### src/rtl/id_ex_register.sv
// ID/EX pipeline register for the RSA decryption ASIP.
// It detects load-use hazards, inserts bubbles, resolves flush/stall priority and counts the bubbles it inserts.
module id_ex_register #(
    parameter int N     = 32,
    parameter int A     = 4,
    parameter int CNT_W = 16
) (
    input  logic             clk,
    input  logic             rst,
    input  logic             id_valid,
    input  logic [N-1:0]     id_pc,
    input  logic [N-1:0]     id_rd1,
    input  logic [N-1:0]     id_rd2,
    input  logic [N-1:0]     id_imm,
    input  logic [A-1:0]     id_ra1,
    input  logic [A-1:0]     id_ra2,
    input  logic             id_use1,
    input  logic             id_use2,
    input  logic [A-1:0]     id_wa,
    input  logic             id_reg_write,
    input  logic             id_mem_write,
    input  logic             id_mem_to_reg,
    input  logic             id_alu_src,
    input  logic             id_branch,
    input  logic             id_jump,
    input  logic [2:0]       id_alu_ctrl,
    input  logic             ex_flush,
    input  logic             mem_stall,
    output logic [N-1:0]     ex_pc,
    output logic [N-1:0]     ex_rd1,
    output logic [N-1:0]     ex_rd2,
    output logic [N-1:0]     ex_imm,
    output logic [A-1:0]     ex_ra1,
    output logic [A-1:0]     ex_ra2,
    output logic [A-1:0]     ex_wa,
    output logic             ex_reg_write,
    output logic             ex_mem_write,
    output logic             ex_mem_to_reg,
    output logic             ex_alu_src,
    output logic             ex_branch,
    output logic             ex_jump,
    output logic [2:0]       ex_alu_ctrl,
    output logic             ex_valid,
    output logic             hazard_stall,
    output logic [CNT_W-1:0] bubble_count
);

    localparam int CTRL_W = 6;

    logic [N-1:0]     pc_reg,   pc_next;
    logic [N-1:0]     rd1_reg,  rd1_next;
    logic [N-1:0]     rd2_reg,  rd2_next;
    logic [N-1:0]     imm_reg,  imm_next;
    logic [A-1:0]     ra1_reg,  ra1_next;
    logic [A-1:0]     ra2_reg,  ra2_next;
    logic [A-1:0]     wa_reg,   wa_next;
    logic [CTRL_W-1:0] ctrl_reg, ctrl_next;
    logic [2:0]       alu_reg,  alu_next;
    logic             valid_reg, valid_next;
    logic [CNT_W-1:0] cnt_reg,  cnt_next;

    logic [CTRL_W-1:0] ctrl_in;
    logic [CTRL_W-1:0] ctrl_capt;
    logic [1:0]        src_use;
    logic [A-1:0]      src_addr [2];
    logic [1:0]        src_match;
    logic              load_bubble;
    logic              capture;

    // Control bit order: {jump, branch, alu_src, mem_to_reg, mem_write, reg_write}
    assign ctrl_in = {id_jump, id_branch, id_alu_src, id_mem_to_reg, id_mem_write, id_reg_write};

    // An invalid slot must never write, so its control bits are squashed on capture.
    for (genvar gi = 0; gi < CTRL_W; gi++) begin : g_ctrl_mask
        assign ctrl_capt[gi] = ctrl_in[gi] & id_valid;
    end

    assign src_use     = {id_use2, id_use1};
    assign src_addr[0] = id_ra1;
    assign src_addr[1] = id_ra2;

    // Register 0 is an ordinary register here, so no zero-address exclusion.
    for (genvar gi = 0; gi < 2; gi++) begin : g_src_match
        assign src_match[gi] = src_use[gi] & (src_addr[gi] == wa_reg);
    end

    assign hazard_stall = valid_reg & ctrl_reg[2] & id_valid & ~ex_flush & (|src_match);

    assign load_bubble = ex_flush | (~mem_stall & hazard_stall);
    assign capture     = ~ex_flush & ~mem_stall & ~hazard_stall;

    always_comb begin
        pc_next    = pc_reg;
        rd1_next   = rd1_reg;
        rd2_next   = rd2_reg;
        imm_next   = imm_reg;
        ra1_next   = ra1_reg;
        ra2_next   = ra2_reg;
        wa_next    = wa_reg;
        ctrl_next  = ctrl_reg;
        alu_next   = alu_reg;
        valid_next = valid_reg;
        cnt_next   = cnt_reg;

        if (load_bubble) begin
            pc_next    = '0;
            rd1_next   = '0;
            rd2_next   = '0;
            imm_next   = '0;
            ra1_next   = '0;
            ra2_next   = '0;
            wa_next    = '0;
            ctrl_next  = '0;
            alu_next   = '0;
            valid_next = 1'b0;
        end else if (capture) begin
            pc_next    = id_pc;
            rd1_next   = id_rd1;
            rd2_next   = id_rd2;
            imm_next   = id_imm;
            ra1_next   = id_ra1;
            ra2_next   = id_ra2;
            wa_next    = id_wa;
            ctrl_next  = ctrl_capt;
            alu_next   = id_alu_ctrl;
            valid_next = id_valid;
        end

        // Only hazard bubbles are counted; flush bubbles are not load-use cost.
        if (~ex_flush && ~mem_stall && hazard_stall && (cnt_reg != {CNT_W{1'b1}})) begin
            cnt_next = cnt_reg + 1'b1;
        end
    end

    always_ff @(posedge clk or posedge rst) begin
        if (rst) begin
            pc_reg    <= '0;
            rd1_reg   <= '0;
            rd2_reg   <= '0;
            imm_reg   <= '0;
            ra1_reg   <= '0;
            ra2_reg   <= '0;
            wa_reg    <= '0;
            ctrl_reg  <= '0;
            alu_reg   <= '0;
            valid_reg <= 1'b0;
            cnt_reg   <= '0;
        end else begin
            pc_reg    <= pc_next;
            rd1_reg   <= rd1_next;
            rd2_reg   <= rd2_next;
            imm_reg   <= imm_next;
            ra1_reg   <= ra1_next;
            ra2_reg   <= ra2_next;
            wa_reg    <= wa_next;
            ctrl_reg  <= ctrl_next;
            alu_reg   <= alu_next;
            valid_reg <= valid_next;
            cnt_reg   <= cnt_next;
        end
    end

    assign ex_pc         = pc_reg;
    assign ex_rd1        = rd1_reg;
    assign ex_rd2        = rd2_reg;
    assign ex_imm        = imm_reg;
    assign ex_ra1        = ra1_reg;
    assign ex_ra2        = ra2_reg;
    assign ex_wa         = wa_reg;
    assign ex_reg_write  = ctrl_reg[0];
    assign ex_mem_write  = ctrl_reg[1];
    assign ex_mem_to_reg = ctrl_reg[2];
    assign ex_alu_src    = ctrl_reg[3];
    assign ex_branch     = ctrl_reg[4];
    assign ex_jump       = ctrl_reg[5];
    assign ex_alu_ctrl   = alu_reg;
    assign ex_valid      = valid_reg;
    assign bubble_count  = cnt_reg;

endmodule

### config.mk
export PLATFORM = sky130hd
export DESIGN_NAME = id_ex_register
export DESIGN_NICKNAME = d
export VERILOG_FILES = /design/src/rtl/id_ex_register.sv
export SDC_FILE = /design/constraint.sdc
export NUM_CORES = 1
export LEC_CHECK = 0
export CELL_PAD_IN_SITES_DETAIL_PLACEMENT = 1
export CELL_PAD_IN_SITES_GLOBAL_PLACEMENT = 1
export CORE_MARGIN = 4
export CORE_UTILIZATION = 34
export CTS_CLUSTER_SIZE = 10
export DETAILED_ROUTE_END_ITERATION = 12
export PLACE_DENSITY = 0.95
export SETUP_SLACK_MARGIN = 0.15
export SYNTH_ARGS = -nofsm -noshare
export SYNTH_HDL_FRONTEND = slang
export SYNTH_SLANG_ARGS = --single-unit
### constraint.sdc
create_clock -name clk -period 10.6 [get_ports clk]
set_clock_uncertainty 0.1 [all_clocks]
set_input_delay 2.12 -clock clk [delete_from_list [all_inputs] [get_ports clk]]
set_output_delay 2.12 -clock clk [all_outputs]
set_load 0.005 [all_outputs]
==> metrics.md <==
| Metric | Value |
|---|---|
| Via-to-Cell Ratio | 5.15 |
| Share of synthesized registers carrying an async set or reset | 1.00 |
| Fill cells | 2340 |
| CTS root buf | clkbuf_16 |
| Share of cells above drive strength 1 | 0.0468 |
| First-pass GRT wire length | 40.7 mm |
| Synth Flop Type | dfrtp_1 |
| Syn. warnings | 0 |
| Clock power frac | 0.427 |
| Hold_buf cts | 0 |
| Hold Path Class | register to register |
| Placed cell count | 1289 |
| Die X | 156 um |
| Die Height | 156 um |
| FMAX | roughly 160 MHz |
| Port Buffers | 322 |
| Tot Pwr | 1580 uW |
| CTS clk-pin slew, worst paths | 0.06 ns |
| Detailed placer's ending HPWL | 18.2 mm |
| RD Place Congestion | 0.835 |
| Critical path required time | 8.38 ns |
| Vias post-DR | approximately 7000 |
| Pwr dens | 138 mW/mm2 |
| Cell row count | between 50 and 60 |
| Max-Cap Viols | 0 |
| Sw Ratio | 0.244 |
| R2r setup slk | 7.26 ns |
| Longest Clk Path Bufs | 2 |
| Post-synthesis instance total | 754 |
| RSZ-0062 raised after global routing | no |
| Sequential Power Share | 0.432 |
| Fin. Hold Viols | 0 |
| Wirelength, routed | about 26 mm |
| Final worst-path cycle share | 0.576 |
| Sequential area share after synthesis | 0.556 |
| Pleak | 0.00466 uW |
| Post-route DRC | 0 |
| Critical path endpoint category | primary output |
| Int Power | 1190 uW |
| Nets | 1190 |
| Slew HR | 0.219 |
| Area Overhead vs Synth | 52.5% |
| CP startpoint kind | primary input |
| Post-CTS Resized | 0 |
| Switching power | around 380 uW |
| H-Tree Level Count | 4 |
| DR WL/cell | ~20 um |
| Num CTS Buffers | 17 |
| Initial Utilization | 0.350 |
| Post-CTS setup buffers | 0 |
| Layout Cells excl Fill | 1322 |
| Least-Margin Pin Slew | 1.17 ns |
| Seq cells post-synth | approximately 170 |
| Antenna violations before repair | 1 |
| Netlist Area Pre-Place | 0.00748 mm2 |
| Sinks on Clock Net | 166 |
| Fin crit period | ~6.1 ns |
| Clock Latency Late Sink | 0.42 ns |
| WP data arrival | 3.89 ns |
| DR pass1 iterations | 4 |
| IR drop worst, VDD | 0.0000932 V |
| Initial DRC count | around 350 |
| Syn Area/Cell | 9.92 um2 |
| Status | complete, no violations |
| Most frequent cells in the layout | 320 x clkdlybuf4s50_1, 166 x dfrtp_1, 149 x nand2_1 |
| CP max FO | 2 |
| Total track usage | 0.210 |
| Syn nets | between 900 and 1000 |
| Number of synthesized flops with an enable pin | 0 |
| Placeable Area | 0.0214 mm2 |
| CTS tree | done |
| Final setup viols | 0 |
| Setup TNS | 0 ns |
| Slew Limit Fails | 0 |
| Post-route ant nets | 0 |
| Synth cell types | 36 |
| Die ar. | about 0.024 mm2 |
| Most common cell after layout, fill and taps aside | clkdlybuf4s50_1 |
| Comb pwr share | 0.141 |
| I/O pin cnt | 323 |
| Crit Path Class | primary input to primary output |
| Largest net degree at the start of global routing | 141 |
| Vias in the first global route | around 7400 |
| Total congestion overflow | 0 |
==> layout make-up <==
type / instances / area (um2) / share of cell area
timing repair buffer: 328 / 3270 / 0.287
inverter: 3 / 16.3 / 0.00143
tap: 275 / 344 / 0.0302
clock buffer: 19 / 433 / 0.0380
antenna: 1 / 2.50 / 0.000219
multi-input combinational: 517 / 2990 / 0.262
sequential: 166 / 4150 / 0.364
clock inverter: 13 / 198 / 0.0173
==> kinds of logic (layout without fill, tap and decap cells) <==
family	after synthesis	in the layout	synth area share
AND/OR/NAND/NOR	338	338	0.260
flip-flops	166	166	0.556
AO/OA/AOI/OAI	154	154	0.109
buffers and inverters	71	363	0.0450
XOR/XNOR	22	22	0.0258
multiplexers	2	2	0.00301
adder cells (fa/ha/maj)	1	1	0.00167
other	0	1	0
==> per-stage QoR <==
stage,worst slack [ns],hold slack [ns],utilization,instance area (um2)
2_1_floorplan,3.89,0.381,-,7480
6_report,4.49,0.421,0.534,11400
3_3_place_gp,4.50,0.385,0.504,10800
3_5_place_dp,4.46,0.411,0.504,10800
5_1_grt,4.40,0.436,0.534,11400
4_1_cts,4.46,0.419,0.534,11400
==> routing by layer <==
layer	vias up	GRT usage	routed length, um
met5	-	0	0
met2	244	0.362	13300
li1	3136	-	-
met1	3366	0.248	10200
met3	56	0.0503	1660
met4	0	0.0926	1050
==> power groups by stage <==
stage               sequential, uW  clock (uW)  combinational (uW)
floorplan                      693           0                76.8
global placement               689           0                 218
detailed placement             692           0                 225
CTS                            680         690                 227
global route                   684         716                 241
finish                         680         673                 222
==> synth_stat cells (2+ instances only) <==
| library cell | number | area share |
|---|---|---|
| a21oi_1 | 143 | 0.096 |
| a32oi_1 | 6 | 0.0070 |
| and2_4 | 2 | 0.0023 |
| and3_1 | 2 | 0.0017 |
| buf_2 | 2 | 0.0013 |
| buf_4 | 18 | 0.018 |
| clkbuf_1 | 48 | 0.024 |
| dfrtp_1 | 166 | 0.56 |
| inv_1 | 3 | 0.0015 |
| nand2_1 | 149 | 0.075 |
| nand3_1 | 8 | 0.0054 |
| nand3b_1 | 144 | 0.14 |
| nand4_1 | 5 | 0.0042 |
| nor2_1 | 12 | 0.0060 |
| nor2b_1 | 2 | 0.0017 |
| nor3_2 | 2 | 0.0027 |
| nor4_1 | 3 | 0.0025 |
| xnor2_1 | 8 | 0.0094 |
| xor2_1 | 14 | 0.016 |
==> critical path, cell delays in order <==
cell	delay, ns
clkdlybuf4s50_1	0.47
xor2_1	0.20
nor4_4	0.39
a22oi_4	0.14
inv_1	0.08
clkdlybuf4s50_1	0.49
==> final timing paths <==
path	cells after the start	startpoint	end
worst min-delay path	1	bubble_count[13]	bubble_count[13]
worst max register to register	7	ex_wa[3]	ex_ra1[3]
worst max-delay path	6	id_ra2[2]	hazard_stall
max in group asynchronous	3	rst	ex_pc[10]
min in group asynchronous	2	rst	ex_imm[4]
worst min register to register	1	bubble_count[13]	bubble_count[13]
(Power assumes the default switching activity.)
